===== config.mk =====
export PLATFORM = sky130hd
export DESIGN_NAME = poly_input_loader
export DESIGN_NICKNAME = d
export VERILOG_FILES = /design/src/rtl/poly_input_loader.sv
export SDC_FILE = /design/constraint.sdc
export NUM_CORES = 1
export LEC_CHECK = 0
export BUFFER_PORTS_ARGS = -buffer_cell sky130_fd_sc_hd__buf_2
export CORE_MARGIN = 2
export CORE_UTILIZATION = 54
export CTS_CLUSTER_SIZE = 14
export DETAILED_ROUTE_END_ITERATION = 16
export PLACE_DENSITY = 0.92
export SKIP_CTS_REPAIR_TIMING = 1
export SLEW_MARGIN = 0
export SYNTH_ARGS = -nofsm -noshare
export SYNTH_HDL_FRONTEND = slang
export SYNTH_SLANG_ARGS = --single-unit

===== constraint.sdc =====
create_clock -name clock_i -period 4.29 [get_ports clock_i]
set_input_delay 0.858 -clock clock_i [delete_from_list [all_inputs] [get_ports clock_i]]
set_output_delay 0.858 -clock clock_i [all_outputs]
set_load 0.02 [all_outputs]

===== src/rtl/poly_input_loader.sv =====
// poly_input_loader: streams one AMNS operand set (A, B, M, M_prime_0) from BRAM into the register bank; optional POLY_LOADER_SKIP_CONST_EN adds load_const_i to skip M/M_prime_0
module poly_input_loader #(
  parameter int WORD_WIDTH = 17,
  parameter int N = 5,
  parameter int S = 4,
  parameter int ADDR_WIDTH = 10,
  parameter int BRAM_LAT = 2
) (
  input  logic                  clock_i,
  input  logic                  reset_i,
  input  logic                  start_i,
`ifdef POLY_LOADER_SKIP_CONST_EN
  input  logic                  load_const_i,
`endif
  input  logic [ADDR_WIDTH-1:0] base_addr_i,
  output logic                  bram_en_o,
  output logic [ADDR_WIDTH-1:0] bram_addr_o,
  input  logic [WORD_WIDTH-1:0] bram_dout_i,
  output logic [1:0]            INPUT_reg_sel_o,
  output logic                  INPUT_reg_en_o,
  output logic [WORD_WIDTH-1:0] INPUT_reg_din_o,
  output logic                  busy_o,
  output logic                  done_o
);
  localparam int NS = N * S;
  localparam int T_FULL = 3 * NS + N;
  localparam int CW = $clog2(T_FULL + 1);
  localparam int DW = $clog2(BRAM_LAT + 1);
  localparam logic [1:0] IDLE = 2'd0, ISSUE = 2'd1, DRAIN = 2'd2, DONE = 2'd3;
  logic [1:0] state;
  logic [CW-1:0] cnt, t_last;
  logic [DW-1:0] dcnt;
  logic [ADDR_WIDTH-1:0] base_q;
  logic [1:0] tag;
  logic en_dl [BRAM_LAT];
  logic en_src [BRAM_LAT];
  logic [1:0] sel_dl [BRAM_LAT];
  logic [1:0] sel_src [BRAM_LAT];
`ifdef POLY_LOADER_SKIP_CONST_EN
  logic const_q;
  assign t_last = const_q ? CW'(T_FULL - 1) : CW'(2 * NS - 1);
  // remember whether this load includes the constant operands
  always_ff @(posedge clock_i)
    if (reset_i) const_q <= 1'b0;
    else if (state == IDLE && start_i) const_q <= load_const_i;
`else
  assign t_last = CW'(T_FULL - 1);
`endif
  assign bram_en_o = state == ISSUE;
  assign bram_addr_o = bram_en_o ? base_q + ADDR_WIDTH'(cnt) : '0;
  assign tag = cnt < CW'(NS) ? 2'd0 : cnt < CW'(2 * NS) ? 2'd1 : cnt < CW'(3 * NS) ? 2'd2 : 2'd3;
  assign busy_o = state != IDLE;
  assign done_o = state == DONE;
  assign INPUT_reg_din_o = bram_dout_i;
  assign INPUT_reg_en_o = en_dl[BRAM_LAT-1];
  assign INPUT_reg_sel_o = sel_dl[BRAM_LAT-1];
  // sequencer: issue T reads, wait out the BRAM latency, pulse done
  always_ff @(posedge clock_i)
    if (reset_i) begin
      state <= IDLE;
      cnt <= '0;
      dcnt <= '0;
      base_q <= '0;
    end else
      case (state)
        IDLE: if (start_i) begin
          state <= ISSUE;
          base_q <= base_addr_i;
          cnt <= '0;
        end
        ISSUE: if (cnt == t_last) begin
          state <= DRAIN;
          dcnt <= DW'(BRAM_LAT - 1);
        end else cnt <= cnt + CW'(1);
        DRAIN: if (dcnt == '0) state <= DONE;
          else dcnt <= dcnt - DW'(1);
        default: state <= IDLE;
      endcase
  // feed of each delay stage: issue side for stage 0, previous stage otherwise
  always_comb begin
    en_src[0] = bram_en_o;
    sel_src[0] = tag;
    for (int i = 1; i < BRAM_LAT; i++) begin
      en_src[i] = en_dl[i-1];
      sel_src[i] = sel_dl[i-1];
    end
  end
  // align enable/select with returning BRAM data; select holds while idle
  always_ff @(posedge clock_i)
    if (reset_i)
      for (int i = 0; i < BRAM_LAT; i++) begin
        en_dl[i] <= 1'b0;
        sel_dl[i] <= 2'd0;
      end
    else
      for (int i = 0; i < BRAM_LAT; i++) begin
        en_dl[i] <= en_src[i];
        if (en_src[i]) sel_dl[i] <= sel_src[i];
      end
endmodule


# Word-level counts from Yosys, hierarchy flattened
# Memories as Yosys holds them, arrays and structs flattened.
# Cells that the tools add are included.
# W data, S select, Z words.
# word_totals
reg_bits	21
ramBits	6
word_cells	61
n_memories	2
# mem_list
memory	words	width	rd	rd_ports_with_merged_regs	write_ports	line_no	source
sel_dl	2	2	2	0	2	37	logic [1:0] sel_dl [BRAM_LAT];
en_dl	2	1	2	0	2	35	logic en_dl [BRAM_LAT];
# classes
add_sub_neg	3
order_cmp	3
eq_ne	9
muxes	27
bitwise_logic	4
reduce_logical	9
# op_table
cell	count
$mux W2	9
$lt A7 B6 Y1 const B	2
$mux W7	2
$pmux W7 S2	1
$mux W1	12
$add A10 B7 Y10	1
$mux W10	1
$reduce_and A3 Y1	3
$ne A2 B2 Y1 const B	4
$add A7 B1 Y7 const B	1
$eq A7 B7 Y1 const B	1
$lt A7 B5 Y1 const B	1
$pmux W2 S3	1
$reduce_bool A2 Y1	3
$eq A2 B2 Y1 const B	2
$logic_not A2 Y1	2
$or A1 B1 Y1	4
$pmux W2 S2	1
$eq A2 B1 Y1 const B	1
$ne A2 B1 Y1 const B	1
$reduce_and A2 Y1	1
$sub A2 B1 Y2 const B	1

# Longest topological paths before layout
# depth
depth_word	5
ltp_mapped	8
ltp_nobuf	8

# Worst setup path after synthesis
# No wires, ideal clock.
# synth_path
path_kind	register -> output
from	register cnt[0]
to	output bram_addr_o[6]
arrival_ps	2048
required_time_ps	3432
setup_slack_ps	1384
stages_incl_launch_ff	9
path_cell_list	dfxtp_1 ha_1 inv_1 fa_1 nor2b_1 o31ai_1 a21boi_0 nor3_1 nor3_1
# synth_between
elab_chain_cells	2
# synth_rtl
item	line_no	source
from (decl)	31	logic [CW-1:0] cnt, t_last;
from (signal assigned)	74	end else cnt <= cnt + CW'(1);
$add A10 B7 Y10	50	assign bram_addr_o = bram_en_o ? base_q + ADDR_WIDTH'(cnt) : '0;
$mux W10	50	
to (decl)	17	output logic [ADDR_WIDTH-1:0] bram_addr_o,
# No other way between the ends.

# Worst setup path after layout
# Same ends and word-level chain as after synthesis.

==> out/qor.yml <==
status: "completed"
antenna_found_initial: 0
num_vias: 1516
path_clk_slew_ns: 0.14
hold_ws_ns: 0.476
yosys.area_share.simple_pct: 21.9
synth-edff-count: 4
hold_path_depth: 2
maxCapViolCount: 0
rows: 21
yosysMostFrequentCell: "nand2_1"
grt_pass1_wl_um: 6150
syn_avg_cell_area_sq_um: 8.04
synthMuxAreaShare_pct: 0.537
critPathLaunchType: "flop"
ant_nets: 0
critPathKind: "reg -> out"
fin_worst_skew_ns: 0.00225
clock_sinks: 27
period_needed_ns: 3.40
wire_per_inst_um: 12.8
synth.cell_area_sq_um: 1860
p_sw_share_pct: 42.8
die_w_um: 62.8
synth_top_family_by_area: "simple AND/OR/NAND/NOR gates"
p_switching_uw: 358
syn_to_final_growth_pct: 2.35
worst_pin_slew_ns: 0.576
power_frac_seq_pct: 40.6
cts_tree: "yes"
period_share_pct: 79.3
ys_seq_area_share_pct: 31.1
async_reset_ff_share_pct: 0
cts_root_buf: "clkbuf_4"
clockBufferDepth: 2
r2r-start: "state[1]"
gr-total-overflow: 0
dr.pass1.iters: 4
die_y_um: 62.8
p_comb_share_pct: 46.2
vdd_ir_drop_max_mv: 0.281
synth_area_leader_cell: "dfxtp_1"
ff2ff_path_depth: 6
final_nets: 283
cell_internal_pwr_uw: 478
fillCellCount: 332
holdCritStartpoint: "base_q[0]"
holdPathEnd: "base_q[0]"
max_freq_mhz: 294
drt_iter0_drc: 78
place.gp.congestion: 0.878
synth_ff_type: "dfxtp_1"
grt-busiest-layer: "met2"
grt_max_degree: 27
cp-startpoint: "cnt[0]"
r2r_end: "sel_dl[0][3]"
ioPinCount: 63
start_util_pct: 55.9
grt_pass1_vias: 1388
r2r_setup_slack_ns: 2.30
slew_viol_final: 0
synth_compound_area_share_pct: 19.9
grt_util_met1_pct: 23.9
dp_hpwl_um: 2680
grt_setup_unrepaired: "no"
cp_data_required_time_ns: 3.43
p_clk_share_pct: 13.2
finalSetupViolCount: 0
clk_latency_ns: 0.33
placement.io_buffers: 28
p_leak_nw: 0.806
drive_above_1_share_pct: 16.1
ys_warn_count: 0
viasPerCell: 5.38
syn_inst: 232
slew_headroom_pct: 61.4
hold_path.class: "reg -> reg"
synth_largest_type_area_fraction_pct: 24.7
yosys.area_share.adder_pct: 11.7
cts_inserted_buffers: 3
ys_types: 42
tns_ns: 0
synth_nets: 278
ys_top_cells_by_count: "nand2_1, dfxtp_1, nor2_1"
multi_input_area_sq_um: 1040
core_area_sq_um: 3340
critPathMaxFanout: 6
wirelength_um: 3610
met2_usage_pct: 32.5
hold_viol_final: 0
ys_ff_latch: 27
ff_latch_area_sq_um: 581
met3_usage_pct: 4.32
power_density_nw_per_um2: 438
track_usage_pct: 19.4
yosys.area_share.xor_xnor_pct: 1.88
crit_arrival_ns: 2.54
h-tree-depth: 1
synth_area_leaders: "dfxtp_1, ha_1, buf_4"
diodes: 0
drcViolationCount: 0
fp.dieArea_sq_um: 3940
endpoint_kind: "output pin"
-- metrics by stage --
step           instances  power (mW)  cell area, sq um  util (%)  setup slack (ns)
6_report             282       0.836              1910      57.2             0.887
5_1_grt              282       0.906              1910      57.2             0.697
4_1_cts              282       0.842              1910      57.2             0.973
3_5_place_dp         278       0.733              1880      56.4              1.36
3_3_place_gp         278       0.715              1880      56.4              1.45
2_1_floorplan        232       0.663              1860         -              1.38
-- cell families (layout without fill, tap and decap cells) --
| kind of cell | after synthesis | in the layout |
|---|---|---|
| AND/OR/NAND/NOR | 83 | 83 |
| AO/OA/AOI/OAI | 56 | 56 |
| buffers and inverters | 44 | 48 |
| flip-flops | 27 | 27 |
| adder cells (fa/ha/maj) | 17 | 17 |
| XOR/XNOR | 4 | 4 |
| multiplexers | 1 | 1 |
-- worst max-delay path, stage by stage, from the launching register on --
cell	delay [ns]
dfxtp_1	0.45
ha_1	0.23
inv_1	0.07
fa_1	0.37
nor2b_1	0.20
o31ai_1	0.14
a21boi_0	0.32
nor3_1	0.08
nor3_1	0.17
buf_2	0.19
-- flip-flops by register name (all words and copies together) (netlist names) --
| signal | count |
|---|---|
| base_q | 10 |
| dcnt | 2 |
| cnt | 7 |
| state | 2 |
| sel_dl | 4 |
| en_dl | 2 |
-- how the worst max path moves through the flow --
stage / endpoint / slack, ns / cells after the start
after CTS: bram_addr_o[6] / 0.97 / 9
after floorplan: bram_addr_o[6] / 1.38 / 8
after detailed placement: bram_addr_o[6] / 1.36 / 9
after global placement: bram_addr_o[6] / 1.45 / 9
final: bram_addr_o[6] / 0.89 / 9
after global routing: bram_addr_o[6] / 0.70 / 9
-- layer usage --
metal / part of all wire, % / up-vias
met2: 48 / 40
met4: 1.6 / 0
met5: 0 / -
li1: - / 776
met1: 44 / 694
met3: 6.3 / 6
-- placed cells by master (no fill, tap or decap), types with 2 or more instances in the layout --
cell type	instances
a211o_1	2
a211oi_1	3
a21o_1	2
a21oi_1	19
a221oi_1	2
a22oi_1	3
a2bb2oi_1	2
and2_1	2
buf_2	28
clkbuf_4	3
dfxtp_1	23
edfxtp_1	4
ha_1	15
inv_1	16
nand2_1	30
nand2b_1	3
nand3_1	3
nor2_1	22
nor2b_1	6
nor3_1	9
o21a_1	5
o21ai_0	10
or2_2	2
xnor2_1	4
-- power groups by stage --
stage | clock (mW) | combinational, mW | sequential (mW)
after global routing | 0.124 | 0.435 | 0.346
after CTS | 0.113 | 0.389 | 0.339
after detailed placement | 0 | 0.388 | 0.345
after floorplan | 0 | 0.327 | 0.336
after global placement | 0 | 0.373 | 0.342
final | 0.110 | 0.386 | 0.340
-- cell type report --
type | count | area share, %
clock buffer | 3 | 1.18
inverter | 16 | 3.15
clock inverter | 1 | 0.262
sequential | 27 | 30.4
tap | 46 | 3.02
timing repair buffer | 28 | 7.34
multi-input combinational | 161 | 54.6
Power figures use the tool's default switching activity.
